File: config.mk
export PLATFORM = sky130hd
export DESIGN_NAME = bram_dma_desc
export DESIGN_NICKNAME = d
export VERILOG_FILES = /design/src/rtl/bram_dma_pkg.sv /design/src/rtl/bram_dma_rdpipe.sv /design/src/rtl/bram_dma_desc.sv
export SDC_FILE = /design/constraint.sdc
export NUM_CORES = 1
export LEC_CHECK = 0
export CAP_MARGIN = 20
export CORE_UTILIZATION = 61
export CTS_BUF_LIST = sky130_fd_sc_hd__clkbuf_8
export CTS_CLUSTER_SIZE = 14
export DETAILED_ROUTE_END_ITERATION = 7
export GPL_TIMING_DRIVEN = 0
export PLACE_DENSITY = 0.95
export SLEW_MARGIN = 15
export SYNTH_ARGS = -nofsm -noshare
export SYNTH_HDL_FRONTEND = slang
export SYNTH_SLANG_ARGS = --single-unit
File: constraint.sdc
create_clock -name clk -period 5.03 [get_ports clk]
set_clock_uncertainty 0.1 [all_clocks]
set_input_delay 1.006 -clock clk [delete_from_list [all_inputs] [get_ports clk]]
set_output_delay 1.006 -clock clk [all_outputs]
set_load 0.01 [all_outputs]
File: src/rtl/bram_dma_pkg.sv
// Shared types for the descriptor-driven BRAM copy engine: FSM states and
// the descriptor record sized to the default engine configuration.
package bram_dma_pkg;

    localparam int PKG_DW      = 8;
    localparam int PKG_SRC_AW  = 14;
    localparam int PKG_DST_AW  = 17;
    localparam int PKG_NUM_DST = 2;
    localparam int PKG_LEN_W   = 10;

    // A single-channel build still needs a 1-bit select port.
    function automatic int sel_width(input int n);
        return (n > 1) ? $clog2(n) : 1;
    endfunction

    localparam int PKG_SEL_W = sel_width(PKG_NUM_DST);

    typedef enum logic [1:0] {
        S_IDLE,
        S_RUN,
        S_DRAIN,
        S_DONE
    } state_t;

    typedef struct packed {
        logic [PKG_SRC_AW-1:0] src_base;
        logic [PKG_DST_AW-1:0] dst_base;
        logic [PKG_LEN_W-1:0]  burst_len;
        logic [PKG_LEN_W-1:0]  block_cnt;
        logic [PKG_SRC_AW-1:0] src_stride;
        logic [PKG_DST_AW-1:0] dst_stride;
        logic [PKG_SEL_W-1:0]  dst_sel;
    } desc_t;

endpackage

File: src/rtl/bram_dma_rdpipe.sv
// Delay line carrying {valid, destination address} alongside the source BRAM
// read latency; the tail lines up with the returning read data.
module bram_dma_rdpipe #(
    parameter int RD_LAT = 1,
    parameter int AW     = 17
) (
    input  logic          clk,
    input  logic          rst_n,
    input  logic          push_i,
    input  logic [AW-1:0] addr_i,
    output logic          tail_vld_o,
    output logic [AW-1:0] tail_addr_o,
    output logic          empty_o
);

    logic [RD_LAT-1:0]         vld_q;
    logic [RD_LAT-1:0][AW-1:0] addr_q;

    always_ff @(posedge clk or negedge rst_n) begin
        if (!rst_n) begin
            vld_q  <= '0;
            addr_q <= '0;
        end else begin
            vld_q[0]  <= push_i;
            addr_q[0] <= addr_i;
            for (int i = 1; i < RD_LAT; i++) begin
                vld_q[i]  <= vld_q[i-1];
                addr_q[i] <= addr_q[i-1];
            end
        end
    end

    assign tail_vld_o  = vld_q[RD_LAT-1];
    assign tail_addr_o = addr_q[RD_LAT-1];
    assign empty_o     = ~|vld_q;

endmodule

File: src/rtl/bram_dma_desc.sv
// Descriptor-driven BRAM-to-BRAM copy engine: strided block reads from one
// source port, writes to one of NUM_DST destination ports.
// Optional constant-fill transfers are enabled by defining BRAM_DMA_FILL_EN.
module bram_dma_desc
    import bram_dma_pkg::*;
#(
    parameter int DW      = 8,
    parameter int SRC_AW  = 14,
    parameter int DST_AW  = 17,
    parameter int NUM_DST = 2,
    parameter int LEN_W   = 10,
    parameter int RD_LAT  = 1
`ifdef BRAM_DMA_FILL_EN
    ,
    parameter logic [DW-1:0] FILL_VAL = '0
`endif
) (
    input  logic                          clk,
    input  logic                          rst_n,
    input  logic                          desc_valid,
    output logic                          desc_ready,
    input  logic [SRC_AW-1:0]             desc_src_base,
    input  logic [DST_AW-1:0]             desc_dst_base,
    input  logic [LEN_W-1:0]              desc_burst_len,
    input  logic [LEN_W-1:0]              desc_block_cnt,
    input  logic [SRC_AW-1:0]             desc_src_stride,
    input  logic [DST_AW-1:0]             desc_dst_stride,
    input  logic [sel_width(NUM_DST)-1:0] desc_dst_sel,
`ifdef BRAM_DMA_FILL_EN
    input  logic                          desc_fill,
`endif
    output logic                          src_rden,
    output logic [SRC_AW-1:0]             src_rdptr,
    input  logic [DW-1:0]                 src_rdata,
    output logic [NUM_DST-1:0]            dst_wren,
    output logic [DST_AW-1:0]             dst_addr,
    output logic [DW-1:0]                 dst_wdata,
    output logic                          busy,
    output logic                          done,
    output logic                          sel_err
);

    localparam int             SEL_W     = sel_width(NUM_DST);
    localparam logic [SEL_W:0] NUM_DST_L = (SEL_W+1)'(NUM_DST);

    state_t              state_q, state_d;
    logic [SRC_AW-1:0]   src_ptr_q, src_blk_q, src_stride_q;
    logic [DST_AW-1:0]   dst_ptr_q, dst_blk_q, dst_stride_q;
    logic [LEN_W-1:0]    beat_q, blk_q, burst_q, blocks_q;
    logic [SEL_W-1:0]    sel_q;
    logic                sel_ok_q, sel_err_q, fill_q;
    logic [DW-1:0]       fill_data;
    logic                accept, last_beat, last_blk, sel_bad;
    logic                pipe_vld, pipe_empty;
    logic [DST_AW-1:0]   pipe_addr;

    assign accept    = desc_valid && desc_ready;
    assign last_beat = (beat_q == burst_q - LEN_W'(1));
    assign last_blk  = (blk_q == blocks_q - LEN_W'(1));
    assign sel_bad   = ({1'b0, desc_dst_sel} >= NUM_DST_L);

    always_ff @(posedge clk or negedge rst_n) begin
        if (!rst_n) state_q <= S_IDLE;
        else        state_q <= state_d;
    end

    always_comb begin
        state_d    = state_q;
        desc_ready = 1'b0;
        busy       = 1'b1;
        done       = 1'b0;
        case (state_q)
            S_IDLE: begin
                desc_ready = 1'b1;
                busy       = 1'b0;
                if (desc_valid) begin
                    if (desc_burst_len == '0 || desc_block_cnt == '0) state_d = S_DONE;
                    else                                              state_d = S_RUN;
                end
            end
            S_RUN:   if (last_beat && last_blk) state_d = S_DRAIN;
            S_DRAIN: if (pipe_empty) state_d = S_DONE;
            S_DONE: begin
                done    = 1'b1;
                state_d = S_IDLE;
            end
            default: state_d = S_IDLE;
        endcase
    end

    // Running block bases replace blk*stride; pointers restart from the
    // next block base at each block boundary.
    always_ff @(posedge clk or negedge rst_n) begin
        if (!rst_n) begin
            src_ptr_q    <= '0;
            src_blk_q    <= '0;
            src_stride_q <= '0;
            dst_ptr_q    <= '0;
            dst_blk_q    <= '0;
            dst_stride_q <= '0;
            beat_q       <= '0;
            blk_q        <= '0;
            burst_q      <= '0;
            blocks_q     <= '0;
            sel_q        <= '0;
            sel_ok_q     <= 1'b0;
            sel_err_q    <= 1'b0;
        end else if (accept) begin
            src_ptr_q    <= desc_src_base;
            src_blk_q    <= desc_src_base;
            src_stride_q <= desc_src_stride;
            dst_ptr_q    <= desc_dst_base;
            dst_blk_q    <= desc_dst_base;
            dst_stride_q <= desc_dst_stride;
            beat_q       <= '0;
            blk_q        <= '0;
            burst_q      <= desc_burst_len;
            blocks_q     <= desc_block_cnt;
            sel_q        <= desc_dst_sel;
            sel_ok_q     <= !sel_bad;
            if (sel_bad) sel_err_q <= 1'b1;
        end else if (state_q == S_RUN) begin
            if (last_beat) begin
                beat_q    <= '0;
                blk_q     <= blk_q + LEN_W'(1);
                src_blk_q <= src_blk_q + src_stride_q;
                src_ptr_q <= src_blk_q + src_stride_q;
                dst_blk_q <= dst_blk_q + dst_stride_q;
                dst_ptr_q <= dst_blk_q + dst_stride_q;
            end else begin
                beat_q    <= beat_q + LEN_W'(1);
                src_ptr_q <= src_ptr_q + SRC_AW'(1);
                dst_ptr_q <= dst_ptr_q + DST_AW'(1);
            end
        end
    end

`ifdef BRAM_DMA_FILL_EN
    always_ff @(posedge clk or negedge rst_n) begin
        if (!rst_n)      fill_q <= 1'b0;
        else if (accept) fill_q <= desc_fill;
    end
    assign fill_data = FILL_VAL;
`else
    assign fill_q    = 1'b0;
    assign fill_data = '0;
`endif

    bram_dma_rdpipe #(
        .RD_LAT (RD_LAT),
        .AW     (DST_AW)
    ) u_rdpipe (
        .clk         (clk),
        .rst_n       (rst_n),
        .push_i      (state_q == S_RUN),
        .addr_i      (dst_ptr_q),
        .tail_vld_o  (pipe_vld),
        .tail_addr_o (pipe_addr),
        .empty_o     (pipe_empty)
    );

    assign src_rden  = (state_q == S_RUN) && !fill_q;
    assign src_rdptr = src_ptr_q;
    assign sel_err   = sel_err_q;

    // Bad-channel transfers still walk the pipeline so timing is unchanged.
    always_comb begin
        dst_wren  = '0;
        dst_addr  = '0;
        dst_wdata = '0;
        if (pipe_vld) begin
            if (sel_ok_q) dst_wren = NUM_DST'(1) << sel_q;
            dst_addr  = pipe_addr;
            dst_wdata = fill_q ? fill_data : src_rdata;
        end
    end

endmodule
==> flow_summary.rst <==
.. list-table::
   :header-rows: 1

   * - Metric
     - Value
   * - Status
     - finished clean
   * - Compound-Gate Fraction of Synth Area
     - 0.171
   * - Crit Path Category
     - register to register
   * - HPWL after DPL
     - 21.9 mm
   * - Synth Net Count
     - between 1000 and 1500
   * - Most frequent standard cell in the layout excluding fill and tap cells
     - sky130_fd_sc_hd__nand2_1
   * - GR Layer Usage met2
     - 0.601
   * - Share of async-settable or async-resettable flops after synthesis
     - 1.00
   * - Proportion of layout cells with a drive suffix above 1
     - 0.0517
   * - Wire length of the first global-routing pass
     - around 50 mm
   * - Arrival @ worst endpoint
     - 4.10 ns
   * - Sequential area share after synthesis
     - 0.406
   * - Startpoint of the tightest hold check path
     - dst_ptr_q[5]
   * - Clock-pin slew of the registers on the worst-case setup and hold paths
     - approximately 0.08 ns
   * - Most frequent cells in the layout
     - 210 x sky130_fd_sc_hd__nand2_1, 155 x sky130_fd_sc_hd__dfrtp_1, 137 x sky130_fd_sc_hd__clkdlybuf4s50_1, 86 x sky130_fd_sc_hd__nor2_1, 59 x sky130_fd_sc_hd__a21oi_1
   * - Met3 usage in global routing
     - 0.0871
   * - Latest clock arrival within the worst-skew pair
     - about 0.49 ns
   * - Worst path most repeated cell
     - sky130_fd_sc_hd__nand3_1
   * - Required time of the critical path
     - about 5.3 ns
   * - TritonCTS clock tree
     - done
   * - Main synth FF type
     - sky130_fd_sc_hd__dfrtp_1
   * - Post-synth EDFFs
     - 0
   * - Final Core Density
     - 0.761
   * - Xor and xnor area share after synthesis
     - 0.0523
   * - H-Tree Depth
     - 4
   * - Antenna viol nets, final
     - 0
   * - Main combinational cell family by area after synthesis
     - simple AND/OR/NAND/NOR gates
   * - Hold Crit Depth
     - 0
   * - Final setup vio count
     - 0
   * - RSZ-0062 raised after global routing
     - no
   * - Number of input and output port buffers inserted
     - roughly 140
   * - RePlAce Congestion
     - ~0.96
   * - Synthesis-stage register bit count
     - approximately 160
   * - Simple-gate portion of the synthesized area
     - 0.251
   * - Floorplan row count
     - between 40 and 50
   * - Static Leak
     - around 5.0 nW
   * - Synthesized-area fraction occupied by adder cells
     - 0.0553
   * - CP peak stage delay
     - about 0.67 ns
   * - Per-cell via count in the routed design
     - roughly 6.6
   * - Fill cell total of the finished layout
     - ~1100
   * - Area growth, synth to finish
     - 21.6%
   * - Hold Vio Cnt, Final
     - 0
   * - Clock period minus final worst setup slack
     - 3.84 ns
   * - Via count of the first global-routing pass
     - just over 9000
   * - Power density over the cells
     - between 600 and 700 nW/um2
   * - R2R setup slack
     - between 1 and 1.5 ns
   * - Synth area leader
     - sky130_fd_sc_hd__dfrtp_1
   * - Count of buffer and inverter cells on the critical path
     - 3
   * - Count of pins on the block boundary
     - 140
   * - Kind of path behind the tightest hold check
     - register to register
   * - Category of the worst setup path launch point
     - register
   * - Worst hold margin
     - 0.325 ns
   * - VDD IR-drop max
     - 0.000373 V
   * - Largest cells by area after synthesis
     - sky130_fd_sc_hd__dfrtp_1 41%, sky130_fd_sc_hd__nand2_1 8.3%, sky130_fd_sc_hd__ha_1 5.1%, sky130_fd_sc_hd__xnor2_1 3.4%, sky130_fd_sc_hd__nor2_1 3.4%
   * - Area of the core
     - approximately 15000 um2
   * - Clock Sinks
     - about 160
   * - Residual DRC
     - 0
   * - Aggregate global-route resource usage
     - 0.395
   * - Fraction of post-synthesis cell area in the top cell type by area
     - 0.406
   * - Starting DRC count in detailed routing
     - approximately 1300
   * - Kind of cell adding the most delay to the critical path
     - simple AND/OR/NAND/NOR gates
   * - Number of distinct library cell variants in the gate-level netlist after synthesis
     - 77
   * - # nets final
     - between 1000 and 1500
   * - Worst slew margin relative to its limit
     - 0.411
   * - Max stage delay cell, worst path
     - sky130_fd_sc_hd__nor4_4
   * - Post-synthesis cell count
     - about 1100
   * - Final TNS setup
     - 0 ns
   * - Setup fix buffers added after clock tree synthesis
     - 0
   * - Die outline height
     - around 130 um
   * - Proportion of synthesized area in mux cells
     - 0.0236
   * - Antenna violations before repair
     - 0
   * - Clock root buffer
     - sky130_fd_sc_hd__clkbuf_8
   * - Vias post-DR
     - between 9000 and 10000
   * - Cell Area, Synth
     - ~9600 um2
   * - Cell chain of the critical path
     - inv_1, ha_1, or4b_2, a21oi_1, o2111ai_1, nor4_4, nand3_1, buf_2, buf_6, a22oi_1, nand3_1
   * - Logic depth of the worst register-to-register path
     - 11
   * - Final cycle utilization of the critical path
     - 0.763
   * - R2R Path Start
     - burst_q[0]
   * - Cell count after placement
     - 1459
   * - Endpoint of the lowest-slack register-to-register path
     - src_rdptr[10]
   * - CTS Hold Buffers Added
     - 0
   * - Die area
     - between 15000 and 20000 um2
   * - Fraction of met1 tracks used by global routing
     - 0.519
   * - Largest fanout on the critical path
     - 10
   * - Post-Synthesis Mean Instance Area
     - 8.61 um2
   * - Most used routing layer
     - met2
   * - Post_cts resized
     - 0
   * - Bufs on Longest Clock Path
     - 2
   * - Final wirelength
     - ~31 mm
   * - Die outline width
     - around 130 um
   * - Terminating pin of the worst hold path
     - u_rdpipe.tail_addr_o[5]
   * - Sum of overflow across all layers after global routing
     - 0
   * - Slew @ Worst Pin
     - ~0.88 ns
   * - Largest net degree at the start of global routing
     - 85
   * - Max-cap violations
     - 0
   * - Drt first pass iters
     - 6
   * - Antenna Cells
     - 0
   * - Drt wl/cell
     - roughly 20 um
   * - Effective utilization at floorplan
     - 0.626
   * - Endpoint type of the worst setup path
     - register
   * - Synthesis warning total
     - 0
   * - Number of slew-limit violations in the final report
     - 0
   * - Number of CTS-inserted buffers
     - 17
   * - Post-Layout Cell Count
     - between 1000 and 1500
   * - Max Fclk
     - roughly 0.26 GHz
## synthesized netlist by cell type (all sizes together), types with 4 or more instances
master,instances
a211o,4
a211oi,14
a21o,10
a21oi,59
a221oi,5
a22o,6
a31oi,19
and2,28
and3,16
buf,20
clkbuf,41
dfrtp,155
ha,39
inv,26
mux2,4
mux2i,18
nand2,211
nand2b,13
nand3,31
nand4,18
nor2,87
nor3,43
nor4,20
o2111ai,7
o211ai,7
o21a,7
o21ai,42
o22ai,7
o311ai,7
o31a,4
o31ai,9
o41ai,5
or2,6
or3,8
or4,7
xnor2,37
xor2,20
## cells by family after synthesis
group | Yosys count
AOI/OAI and AO/OA | 242
xor gates and xnor gates | 57
adders and majority gates | 41
buffers and inverters | 87
DFF | 155
muxes | 22
other | 1
and+or+nand+nor | 504
## power by group
| group | internal, mW | switching [mW] |
|---|---|---|
| Sequential | 1.76 | 0.510 |
| Clock | 0.501 | 0.473 |
| Combinational | 1.83 | 2.66 |
| Total | 4.09 | 3.64 |
## layout make-up
class                   count  area, um2  area share
well taps                 211        264      0.0227
clock inverters            10        128      0.0110
clock buffers              19        262      0.0225
inverters                  26       97.6     0.00840
multi-input cells         867       5290       0.455
plain buffers              61        289      0.0249
flip-flops and latches    155       3880       0.334
repair buffers            139       1410       0.122
## flip-flops by register name (all words and copies together), names as in the netlist, 2 cells and up
signal / cells
blk_q: 10
state_q: 2
src_stride_q: 14
beat_q: 10
dst_stride_q: 17
dst_blk_q: 17
blocks_q: 10
u_rdpipe.tail_addr_o: 17
src_blk_q: 14
dst_ptr_q: 17
src_rdptr: 14
burst_q: 10
## stage by stage
stage / worst slack [ns] / instance area, um2 / power [mW]
after floorplan: 1.98 / 9550 / 5.17
after global placement: -3.33 / 11200 / 6.40
after detailed placement: 0.943 / 11200 / 6.58
after CTS: 1.30 / 11600 / 7.58
after global routing: 0.994 / 11600 / 8.22
final: 1.19 / 11600 / 7.74
## worst max-delay path by stage
stage / cells after the start / from / endpoint / slack, ns
2_1_floorplan: 11 / burst_q[0] / blk_q[0] / 1.98
3_3_place_gp: 1 / rst_n / src_stride_q[13] / -3.33
3_5_place_dp: 8 / desc_valid / burst_q[9] / 0.94
4_1_cts: 11 / burst_q[0] / src_rdptr[10] / 1.30
5_1_grt: 11 / burst_q[0] / src_rdptr[10] / 0.99
6_report: 11 / burst_q[0] / src_rdptr[10] / 1.19
## routing by layer
metal,vias to the layer above,share of wire
met2,738,0.45
li1,4286,-
met3,170,0.12
met4,0,0.057
met5,-,0
met1,4584,0.37
No activity file was read; power rests on OpenSTA's default activity.
